<file path="config.mk">
export PLATFORM = sky130hd
export DESIGN_NAME = round_const_lfsr_seq
export DESIGN_NICKNAME = d
export VERILOG_FILES = /design/src/rtl/round_const_lfsr_seq.sv
export SDC_FILE = /design/constraint.sdc
export NUM_CORES = 1
export LEC_CHECK = 0
export ABC_CLOCK_PERIOD_IN_PS = 1860
export BUFFER_PORTS_ARGS = -buffer_cell sky130_fd_sc_hd__buf_2
export CORE_MARGIN = 2
export CORE_UTILIZATION = 35
export DETAILED_ROUTE_END_ITERATION = 10
export SLEW_MARGIN = 20
export SYNTH_ARGS = -nofsm -noshare
export SYNTH_HDL_FRONTEND = slang
export SYNTH_SLANG_ARGS = --single-unit
</file>
<file path="constraint.sdc">
create_clock -name clk -period 1.86 [get_ports clk]
set_input_delay 0.093 -clock clk [delete_from_list [all_inputs] [get_ports clk]]
set_output_delay 0.093 -clock clk [all_outputs]
set_load 0.005 [all_outputs]
</file>
<file path="src/rtl/round_const_lfsr_seq.sv">
// Round-constant sequencer: Fibonacci LFSR stepped forward or backward under a start/step/done handshake.
// Optional registered parity output rc_par is built when RC_PARITY_EN is defined.
//
// state | meaning
// IDLE  | waiting for start; rc and round_idx hold
// RUN   | stepping constants on step until the final round completes
module round_const_lfsr_seq #(
  parameter int               WIDTH  = 8,
  parameter logic [WIDTH-1:0] TAPS   = 8'b01100011,
  parameter logic [WIDTH-1:0] SEED   = 8'h36,
  parameter int               ROUNDS = 16,
  parameter int               CNT_W  = $clog2(ROUNDS)
) (
  input  logic             clk,
  input  logic             rst,
  input  logic             start,
  input  logic             dir,
  input  logic             step,
  input  logic             abort,
  output logic [WIDTH-1:0] rc,
  output logic [CNT_W-1:0] round_idx,
  output logic             busy,
  output logic             first_round,
  output logic             last_round,
  output logic             done
`ifdef RC_PARITY_EN
  ,
  output logic             rc_par
`endif
);

  typedef enum logic {IDLE, RUN} state_t;

  function automatic logic [WIDTH-1:0] lfsr_fwd(input logic [WIDTH-1:0] s);
    return {^(s & TAPS), s[WIDTH-1:1]};
  endfunction

  // TAPS[0] is set, so the bit shifted out can be recovered from the new MSB.
  function automatic logic [WIDTH-1:0] lfsr_rev(input logic [WIDTH-1:0] s);
    return {s[WIDTH-2:0], s[WIDTH-1] ^ (^(s[WIDTH-2:0] & TAPS[WIDTH-1:1]))};
  endfunction

  function automatic logic [WIDTH-1:0] calc_last_state();
    logic [WIDTH-1:0] s;
    s = SEED;
    for (int i = 0; i < ROUNDS - 1; i++) s = lfsr_fwd(s);
    return s;
  endfunction

  localparam logic [WIDTH-1:0] LAST_STATE = calc_last_state();
  localparam logic [CNT_W-1:0] LAST_IDX   = CNT_W'(ROUNDS - 1);

  state_t           state;
  logic             dir_q;
  logic [WIDTH-1:0] rc_nxt;
  logic             at_last;

  assign at_last     = (round_idx == LAST_IDX);
  assign busy        = (state == RUN);
  assign first_round = busy && (round_idx == '0);
  assign last_round  = busy && at_last;

  always_comb begin
    rc_nxt = rc;
    case (state)
      IDLE: if (start) rc_nxt = dir ? LAST_STATE : SEED;
      RUN:  if (!abort && step && !at_last) rc_nxt = dir_q ? lfsr_rev(rc) : lfsr_fwd(rc);
      default: rc_nxt = rc;
    endcase
  end

  always_ff @(posedge clk or negedge rst) begin
    if (!rst) begin
      state     <= IDLE;
      rc        <= SEED;
      round_idx <= '0;
      dir_q     <= 1'b0;
      done      <= 1'b0;
`ifdef RC_PARITY_EN
      rc_par    <= ^SEED;
`endif
    end else begin
      done <= 1'b0;
      rc   <= rc_nxt;
`ifdef RC_PARITY_EN
      rc_par <= ^rc_nxt;
`endif
      case (state)
        IDLE: begin
          if (start) begin
            round_idx <= '0;
            dir_q     <= dir;
            state     <= RUN;
          end
        end
        RUN: begin
          if (abort) begin
            round_idx <= '0;
            state     <= IDLE;
          end else if (step) begin
            if (at_last) begin
              done  <= 1'b1;
              state <= IDLE;
            end else begin
              round_idx <= round_idx + CNT_W'(1);
            end
          end
        end
        default: state <= IDLE;
      endcase
    end
  end

endmodule
</file>
Yosys cells after proc, flatten, opt, wreduce, memory -nomap -nowiden
Cells that the tools add are included.
- bits in latches: 0
- memory bits (read-only): 0
- register bits after elaboration: 15
- word-level logic and storage cells: 44
- bits of input ports: 6
- memory bits (writable): 0
- memories: 0
- divide/modulo/power cells: 0
- bitwise gates (word level): 2
- mux-type cells: 19
- shift-type cells: 0
- $add $sub $neg: 1
- $lt $le $gt $ge: 0
- reductions and logical operators: 12
- eq/ne operators: 5
- multipliers: 0
- operators with widths (kind ; count):
    two-way mux 8 bit ; 3
    two-way mux 4 bit ; 4
    one-hot mux 8 bit (2 select lines) ; 1
    two-way mux 1 bit ; 8
    one-hot mux 4 bit (2 select lines) ; 1
    XOR reduction 8 bit ; 1
    XOR reduction 7 bit ; 1
    two-way mux 6 bit ; 1
    inequality test 3 bit (second input constant) ; 2
    adder 4 x 1 -> 4 bit (second input constant) ; 1
    == test 4 bit (second input constant) ; 1
    logical AND 1 bit ; 4
    logical NOT 4 bit ; 1
    AND reduction 2 bit ; 2
    AND reduction 3 bit ; 1
    logical NOT 1 bit ; 2
    inequality test 2 x 1 -> 1 bit (second input constant) ; 1
    inequality test 2 bit (second input constant) ; 1
    one-hot mux 1 bit (2 select lines) ; 1
    NOT 1 bit ; 1
    XOR 1 bit ; 1

Logic depth before layout (Yosys ltp)
Gate-level depths: netlist (run 1).
- depth in word-level cells: 5
- gate-level depth with buffers: 6
- depth with buffers taken out: 5

Worst setup path after synthesis (run 1)
Ideal clock, no wire load.
- kind: register to register
- start: register round_idx[0]
- end: register round_idx[2]
- path buffers: 1
- data arrival time: 1306 ps
- setup time: 119 ps
- period minus slack after synthesis: 1425 ps
- cell stages (with the launch flop): 7
- setup slack: 435 ps
- cells stage by stage: dfrtp_1 > ha_1 > and3_1 > buf_6 > nor3b_1 > xnor2_1 > nor2_1
- cells in the longest elaborated chain, start to end: 5
- elaborated cells on any way between the ends: 8
- RTL lines (what ; line ; text):
    start: declaration ; 21 ; output logic [CNT_W-1:0] round_idx,
    start signal: assignment ; 105 ; round_idx <= round_idx + CNT_W'(1);
    adder 4 x 1 -> 4 bit ; 105 ;
    two-way mux 4 bit ; 101 ; if (at_last) begin
    two-way mux 4 bit ; 100 ; end else if (step) begin
    two-way mux 4 bit ; 97 ; if (abort) begin
    one-hot mux 4 bit (2 select lines) ; 88 ; case (state)
Parallel ways exist; a longest one is shown, timed or not. The select of a mux whose other input is x is not followed.
A chain may end at the register's enable or synchronous reset.

Worst setup path after layout (run 1)
- start: register round_idx[0]
- end: output port last_round
- cells in the longest elaborated chain, start to end: 2
- RTL lines (what ; line ; text):
    == test 4 bit ; 58 ; assign at_last = (round_idx == LAST_IDX);
    logical AND 1 bit ; 61 ; assign last_round = busy && at_last;
    end: declaration ; 24 ; output logic last_round,
No other way between the ends.

==> qor.csv, run 1 <==
metric;value;unit
I/O pin count;22;
fin util;0.426;
top-count cell post-synth;dfrtp_1;
via count;758;
worst-path fanout max;6;
grt ovf;0;
Mapped Nets;98;
Synth Flop Type;dfrtp_1;
WP data arrival;1.50;ns
largest net degree at the start of global routing;16;
area share of the largest cell type after synthesis;0.317;
Flop pwr share;0.498;
Routed WL;1.92;mm
Clk Latency, worst-skew pair;0.29;ns
Clock Tree Buf Depth;2;
Final HPWL DP;1.41;mm
All-Layer GR Usage;0.146;
Chip Height;53.8;um
Leakage;0.000466;uW
power per cell area;952;mW/mm2
Starting Density;0.360;
Nets;122;
Pint;638;uW
Reg area;380;um2
Post-synth EDFFs;0;
port buffer count;21;
unrepaired setup endpoints after global routing;false;
Clk pwr share;0.194;
H-tree lvl count;1;
vias in the first global route;679;
CP Capture Type;output pin;
TritonCTS Buffers;3;
ant diodes;0;
Synth Warn #;0;
Clock Sinks;15;
switching pwr;338;uW
largest area contributor in the netlist;dfrtp_1;
global-route wire length before repair;2.97;mm
measured slew at the worst slew-check pin;0.474;ns
maximum VDD drop;0.539;mV
initial antenna violation count;0;
CTS tree;done;
Fin. Hold Viols;0;
area growth from synthesis to layout;18.3;%
HP Class;primary input to flip-flop;
Rows;18;
status;completed;
DR DRC count;0;
hold wc startpoint;abort;
Mapped Cells;90;
Root Driver;clkbuf_4;
Max Clk Rate;628;MHz
CTS clock-pin slew for the worst setup and hold paths;0.09;ns
Setup TNS;0;ns
Max-slew headroom;0.684;
count of pins over their slew limit;0;
top cells by count, synth;dfrtp_1 (11), nand2_1 (10), nor2_1 (8);
Final setup viols;0;
Worst EP required;1.77;ns
flops & latches, synth;15;
worst r2r src;round_idx[0];
first drt pass iteration count;4;
Post-synth ARST share;1.00;
max-cap violations;0;
routed len/inst;13.4;um
post-route ant nets;0;
share of cells above drive strength 1;0.292;
Die X;53.8;um
mapped cell area;867;um2
Setup Fix Bufs, Post-CTS;0;
Clock Skew;0.00280;ns
DR vias/cell;5.30;
Synth cell types;34;
Avg Inst Size Synth;9.63;um2
Net Sw Frac;0.346;
final worst-path cycle share;0.857;
Startpoint Class;flip-flop;
DRT iter0 DRCs;15;
Seq/Total Area, Yosys;0.439;
Core ar.;0.00241;mm2
Synth area leaders;dfrtp_1 (32%), dfstp_2 (12%), xnor2_1 (5.1%);
GPL Wtd Cong;0.768;
crit path time final;1.59;ns
multi-input logic area;452;um2
crit path launch;round_idx[0];
Comb power frac;0.309;
critical path class;flip-flop to output pin;
die area;0.00289;mm2
Fillers;243;
[what timing repair did]
item,4_1_cts,5_1_grt
resized for setup,0,0
hold buffers,1,0
hold endpoints to repair,15,0
[routing by layer]
layer / part of all wire / global-route usage
met1: 0.45 / 0.173
met2: 0.47 / 0.250
met3: 0.087 / 0.0583
met4: 0 / 0.0256
met5: 0 / 0
[cell families after synthesis]
kind of cell | Yosys count | synth area share
compound gates | 19 | 0.156
xor+xnor | 6 | 0.0606
fa+ha+maj | 2 | 0.0289
buf+inv | 6 | 0.0404
flops | 15 | 0.439
mux | 3 | 0.0361
simple gates | 39 | 0.240
[final timing paths]
check	endpoint	slack (ns)	cells past startpoint
max in group asynchronous	rc[4]	1.32	2
max reg2reg	rc[3]	0.29	5
max	last_round	0.27	4
min reg2reg	rc[5]	0.54	2
min	busy	0.08	3
min in group asynchronous	rc[7]	0.23	2
[layout by cell type, fill, tap and decap left out, drive strengths merged, types with 2 or more instances in the layout]
cell type / n
nand3b: 2
a211oi: 3
nand2b: 5
nor2b: 4
buf: 22
xnor2: 5
a21oi: 2
dfstp: 4
a31oi: 3
clkbuf: 4
inv: 2
nand3: 4
ha: 2
o21ai: 3
dfrtp: 11
nand2: 10
nor2: 9
o211ai: 3
o31ai: 2
mux2i: 2
[registers in the layout, summed over array words and instances (netlist names)]
signal and cells:
busy 1, done 1, dir_q 1, round_idx 4, rc 8
[power groups by stage]
stage,registers (uW),clock network [uW],logic (uW)
2_1_floorplan,465,0,214
3_3_place_gp,490,0,297
3_5_place_dp,493,0,301
4_1_cts,486,196,306
5_1_grt,497,212,333
6_report,486,189,301
[final cells by class]
cell class,count,share of cell area
flip-flops and latches,15,0.371
inverters,2,0.00732
clock buffers,4,0.0256
multi-input cells,69,0.440
well taps,30,0.0366
repair buffers,23,0.120
[critical path: stages, from the launching register on]
cell and delay, ns:
dfrtp_1 0.44, ha_1 0.24, and3_1 0.23, and2_1 0.18, buf_2 0.12
[metrics by stage]
stage	power (uW)	hold slack [ns]	setup slack (ns)	cell area [um2]	std cells
6_report	976	0.0795	0.267	1030	143
2_1_floorplan	679	-0.203	0.435	867	90
3_5_place_dp	793	0.0153	0.318	990	138
5_1_grt	1040	0.0860	0.174	1030	143
3_3_place_gp	787	0.0131	0.337	990	138
4_1_cts	988	0.0675	0.243	1030	143
Note: power is estimated with default switching activity, not from simulation.
==> inputs of run 2 (changes only) <==
- ABC_AREA: unset -> 1
- BUFFER_PORTS_ARGS: -buffer_cell sky130_fd_sc_hd__buf_2 -> unset
- CAP_MARGIN: unset -> 25
- DONT_BUFFER_PORTS: unset -> 1
==> run 2 against run 1 <==
Net effect:
- critical endpoint is now done
- design area is the same
- synthesized cell count increased by 41%
- largest cell class unchanged
- hold slack worse by 0.027 ns
- die area is 6.4% higher
- power increased by 4.0%
- cell count grew 15%
- synthesized area grew 6.9%
- worst setup slack got worse by 0.0082 ns
- critical path depth rose by 1
- clock power rose by 3%
- clock-buffer cell count unchanged
- register-to-register slack got worse by 0.03 ns
==> qor.csv, run 2 <==
metric;value;unit;change
Root Driver;clkbuf_4;;
Regs by FF count;rc (8), round_idx (4);;
TritonCTS Buffers;3;;unchanged
Placed Instances;156;;+13%
initial antenna violation count;0;;unchanged
Clock Sinks;15;;unchanged
Startpoint Class;flip-flop;;
DR vias/cell;5.07;;-4.4%
reg2reg path depth;5;;unchanged
die area;0.00308;mm2;+6.4%
Chip Height;55.5;um;+3.2%
crit path time final;1.60;ns;+0.00817 ns
routed len/inst;13.2;um;-1.4%
Max Clk Rate;624;MHz;-0.51%
Mapped Nets;135;;+38%
critical path class;flip-flop to flip-flop;;
ant diodes;0;;unchanged
unrepaired setup endpoints after global routing;false;;
CTS clock-pin slew for the worst setup and hold paths;0.09;ns;about the same
Clock Tree Buf Depth;2;;unchanged
Setup TNS;0;ns;unchanged
Seq/Total Area, Yosys;0.410;;-0.0284
GR Layer Usage met3;0.0679;;+0.00958
Final HPWL DP;1.53;mm;+8.7%
count of pins over their slew limit;0;;unchanged
DRT iter0 DRCs;26;;+11
I/O pin count;22;;unchanged
largest net degree at the start of global routing;16;;unchanged
share of cells above drive strength 1;0.157;;-0.135
Nets;143;;+17%
Fin. Hold Viols;0;;unchanged
Cell Area, Placed;960;um2;-3.0%
Worst Hold Slack;0.0529;ns;-0.0266 ns
WHS Path Cells;3;;unchanged
HP Class;primary input to flip-flop;;
cell area after layout;0.00103;mm2;unchanged
commonest cells after routing, fill and taps aside;nand2_1 (40), inv_1 (15), nor2_1 (13);;
Die X;55.5;um;+3.2%
Core ar.;0.00250;mm2;+3.7%
port buffer count;0;;-100%
power per cell area;989;mW/mm2;+4.0%
register-to-register setup slack;0.26;ns;-0.03 ns
vias in the first global route;844;;+24%
Avg Inst Size Synth;7.30;um2;-24%
mapped cell area;927;um2;+6.9%
non-filler cells in the finished layout;164;;+15%
Post-synth EDFFs;0;;unchanged
Mapped Cells;127;;+41%
Reg area;380;um2;unchanged
max reg flops;8;;unchanged
maximum VDD drop;0.442;mV;-18%
WP data arrival;1.83;ns;+0.33 ns
area share of the largest cell type after synthesis;0.297;;-0.0206
Synth cell types;25;;-26%
DR DRC count;0;;unchanged
Fillers;271;;+12%
Rows;18;;unchanged
met2 usage;0.260;;+0.0102
final worst-path cycle share;0.861;;+0.00439
Routed WL;2.17;mm;+13%
via count;831;;+9.6%
All-Layer GR Usage;0.154;;+0.00826
Max-slew headroom;0.508;;-0.176
Min-Delay Endpoint;busy;;
top cells by count, synth;nand2_1 (40), inv_1 (15), nor2_1 (13);;
grt ovf;0;;unchanged
cts repair resizes;0;;unchanged
Clock Skew;0.00295;ns;+0.000148 ns
post-route ant nets;0;;unchanged
worst r2r src;busy;;
reg2reg end;done;;
CTS tree;done;;
status;completed;;
Final setup viols;0;;unchanged
Clk Latency, worst-skew pair;0.29;ns;about the same
H-tree lvl count;1;;unchanged
# hold bufs at CTS;4;;+3
GR peak layer;met2;;
area growth from synthesis to layout;10.7;%;
flops & latches, synth;15;;unchanged
Post-synth ARST share;1.00;;unchanged
Synth Warn #;0;;unchanged
GR Util met1;0.181;;+0.00811
multi-input logic area;474;um2;+5.0%
hold wc startpoint;step;;
Leakage;0.000527;uW;+13%
commonest non-fill, non-tap cell in the layout;nand2_1;;
worst-path fanout max;9;;+3
Worst EP required;2.09;ns;+0.32 ns
CP Capture Type;flip-flop;;
Starting Density;0.371;;+0.0111
GPL Wtd Cong;0.832;;+8.3%
Setup Fix Bufs, Post-CTS;0;;unchanged
largest area contributor in the netlist;dfrtp_1;;
Top reg by flops;rc;;
measured slew at the worst slew-check pin;0.736;ns;+0.262 ns
max-cap violations;0;;unchanged
first drt pass iteration count;4;;unchanged
global-route wire length before repair;3.85;mm;+30%
Synth Flop Type;dfrtp_1;;
top-count cell post-synth;nand2_1;;
Synth area leaders;dfrtp_1 (30%), nand2_1 (16%), dfstp_2 (11%);;
-- run 2: cell count changes after synthesis, sizes merged, moves of 4 or more --
cell / before / now
a21oi: 2 / 7
inv: 2 / 18
nand2: 10 / 43
nand2b: 5 / 0
nor2: 9 / 16
nor2b: 4 / 0
o21ai: 3 / 13
xnor2: 5 / 1
-- run 2: per-layer routing --
metal  vias up  wire [um]
met2        34       1050
met3         6        187
met5         -          0
met1       380        908
met4         0         27
li1        411          -
-- run 2: worst max-delay path by stage --
stage,start,endpoint,slack (ns),cells after the start
floorplan,round_idx[0],rc[0],0.60,9
global placement,round_idx[0],rc[7],0.50,9
detailed placement,round_idx[0],rc[7],0.48,9
CTS,busy,done,0.26,5
global route,busy,done,0.13,5
finish,busy,done,0.26,5
-- run 2: kinds of logic (layout without fill, tap and decap cells) --
logic type / count (synthesis) / in the layout / share of synthesized area
AOI/OAI and AO/OA: 21 / 21 / 0.127
xor gates and xnor gates: 2 / 2 / 0.0189
adders and majority gates: 2 / 2 / 0.0270
buffers and inverters: 19 / 26 / 0.0783
DFF: 15 / 15 / 0.410
and+or+nand+nor: 68 / 68 / 0.339
-- run 2: stage by stage --
step                      worst slack [ns]  total power, uW   util
after floorplan                      0.597              740      -
after global placement               0.501              804  0.384
after detailed placement             0.481              813  0.384
after CTS                            0.264             1020  0.410
after global routing                 0.134             1110  0.410
final                                0.258             1010  0.410
-- run 2: critical path, cell delays in order (launching register included) --
cell           delay (ns)
dfrtp_1              0.54
inv_2                0.12
nor2_4               0.19
inv_1                0.06
nor2_1               0.09
dlygate4sd3_1        0.55
-- run 2: power by group --
part           internal (uW)  switching [uW]
sequential               399            99.0
clock                   83.3             111
combinational            121             202
-- run 2: cell type report --
type                            instances  area share
Timing Repair Buffer                    4      0.0390
Clock buffer                            4      0.0256
Sequential cell                        15       0.371
Multi-Input combinational cell         93       0.462
Tap cell                               30      0.0366
Inverter                               18      0.0659
==> inputs of run 3 (changes only) <==
- CAP_MARGIN: 25 -> unset
- GPL_TIMING_DRIVEN: unset -> 0
==> run 3 against run 2 <==
Net effect:
- non-clock buffer count up 1
- global-route usage fell by 2.6 points
- combinational power grew 1%
- critical path type unchanged
- largest cell class unchanged
==> qor.csv, run 3 (synthesis results as in run 2) <==
metric;value;unit;change
via count;824;;-0.84%
register-to-register setup slack;0.30;ns;+0.04 ns
unrepaired setup endpoints after global routing;false;;
die area;0.00308;mm2;unchanged
CP max-delay cell;dlygate4sd3_1;;
Clock Sinks;15;;unchanged
post-place setup slack;0.458;ns;-0.0224 ns
HP Class;primary input to flip-flop;;
grt ovf;0;;unchanged
Core ar.;0.00250;mm2;unchanged
port buffer count;0;;unchanged
critical path's largest stage delay;0.54;ns;about the same
switching pwr;402;uW;-2.3%
Final setup viols;0;;unchanged
CTS clock-pin slew for the worst setup and hold paths;0.10;ns;about the same
Comb power frac;0.325;;+0.007
maximum VDD drop;0.461;mV;+4.2%
DR vias/cell;4.99;;-1.4%
Clock Tree Buf Depth;2;;unchanged
commonest non-fill, non-tap cell in the layout;nand2_1;;
Startpoint Class;flip-flop;;
Starting Density;0.371;;unchanged
ant diodes;0;;unchanged
DRT iter0 DRCs;35;;+35%
H-tree lvl count;1;;unchanged
crit path time final;1.56;ns;-0.0395 ns
Final WS setup;0.298;ns;+0.0395 ns
Leakage;0.000533;uW;+1.2%
Bufs and invs on worst path;3;;unchanged
Clk Latency, worst-skew pair;0.29;ns;about the same
Routed WL;1.87;mm;-14%
worst-path fanout max;9;;unchanged
Fin. Hold Viols;0;;unchanged
routed len/inst;11.3;um;-14%
All-Layer GR Usage;0.129;;-0.0258
Max Clk Rate;640;MHz;+2.5%
fin util;0.413;;+0.00250
count of pins over their slew limit;0;;unchanged
TritonCTS Buffers;3;;unchanged
I/O pin count;22;;unchanged
post-route ant nets;0;;unchanged
GPL Wtd Cong;0.738;;-11%
# hold bufs at CTS;4;;unchanged
WP data arrival;1.79;ns;-0.04 ns
Max-slew headroom;0.551;;+0.0426
DR DRC count;0;;unchanged
Net Sw Frac;0.400;;-0.00562
Regs by FF count;rc (8), round_idx (4);;
critical path class;flip-flop to flip-flop;;
final worst-path cycle share;0.840;;-0.0213
Final HPWL DP;1.41;mm;-7.8%
max-cap violations;0;;unchanged
Flop pwr share;0.486;;-0.005
Setup Fix Bufs, Post-CTS;0;;unchanged
measured slew at the worst slew-check pin;0.672;ns;-0.0636 ns
area growth from synthesis to layout;11.3;%;
CTS tree;done;;
global-route wire length before repair;3.16;mm;-18%
Pint;603;uW;about the same
Chip Height;55.5;um;unchanged
share of cells above drive strength 1;0.170;;+0.0137
Nets;144;;+0.70%
Root Driver;clkbuf_4;;
cts repair resizes;0;;unchanged
Crit path max-delay family;buffers and inverters;;
Clk pwr share;0.189;;-0.002
Setup TNS;0;ns;unchanged
commonest cells after routing, fill and taps aside;nand2_1 (40), inv_1 (15), nor2_1 (13);;
Worst EP required;2.09;ns;about the same
critical path cell sequence;inv_2 -> nor2_4 -> inv_1 -> nor2_1 -> dlygate4sd3_1;;
status;completed;;
CP Capture Type;flip-flop;;
power per cell area;974;mW/mm2;-1.6%
Top reg by flops;rc;;
Rows;18;;unchanged
largest net degree at the start of global routing;16;;unchanged
vias in the first global route;722;;-14%
max reg flops;8;;unchanged
Die X;55.5;um;unchanged
initial antenna violation count;0;;unchanged
Clock Skew;0.00523;ns;+0.00228 ns
first drt pass iteration count;4;;unchanged
==> run 3: cell types whose count changed in the layout (fill, tap and decap cells not counted) <==
cell and change:
clkbuf_1 -1, clkinv_2 +1, buf_2 +1
==> run 3: final timing paths <==
kind                        from     to  cells past startpoint
hold / removal              step   busy                      3
max in group asynchronous    rst  rc[0]                      1
setup reg to reg            busy   done                      5
hold reg to reg            rc[4]  rc[4]                      2
min in group asynchronous    rst   busy                      1
setup / recovery            busy   done                      5
==> run 3: area by class of cell <==
class                   count  area, um2
clock inverters             1       5.00
clock buffers               3       22.5
flip-flops and latches     15        380
inverters                  18       67.6
repair buffers              4       40.0
multi-input cells          93        474
well taps                  30       37.5
fillers                   262       1470
plain buffers               1       5.00
==> run 3: metal layers <==
| layer | GRT usage | vias to the layer above | wire (um) |
|---|---|---|---|
| li1 | - | 415 | - |
| met1 | 0.159 | 387 | 898 |
| met2 | 0.204 | 20 | 870 |
| met3 | 0.0585 | 2 | 92 |
| met4 | 0.0314 | 0 | 9 |
| met5 | 0 | - | 0 |
==> run 3: power by group through the flow <==
stage / logic, uW / clock network, uW / registers, uW
final: 327 / 190 / 488
after global routing: 377 / 222 / 502
after global placement: 310 / 0 / 496
after floorplan: 268 / 0 / 472
after CTS: 330 / 202 / 491
after detailed placement: 315 / 0 / 496
==> run 3: worst reg2reg max path, cell delays in order, from the launching register on <==
cell	delay (ns)
dfrtp_1	0.53
inv_2	0.11
nor2_4	0.17
inv_1	0.06
nor2_1	0.09
dlygate4sd3_1	0.54
==> run 3: per-stage QoR <==
step	total power (uW)	std cells	cell area, um2	hold WS (ns)
finish	1010	165	1030	0.0213
global route	1100	165	1030	0.00685
CTS	1020	165	1030	0.00818
detailed placement	811	157	965	-0.202
global placement	806	157	965	-0.202
floorplan	740	127	927	-0.203
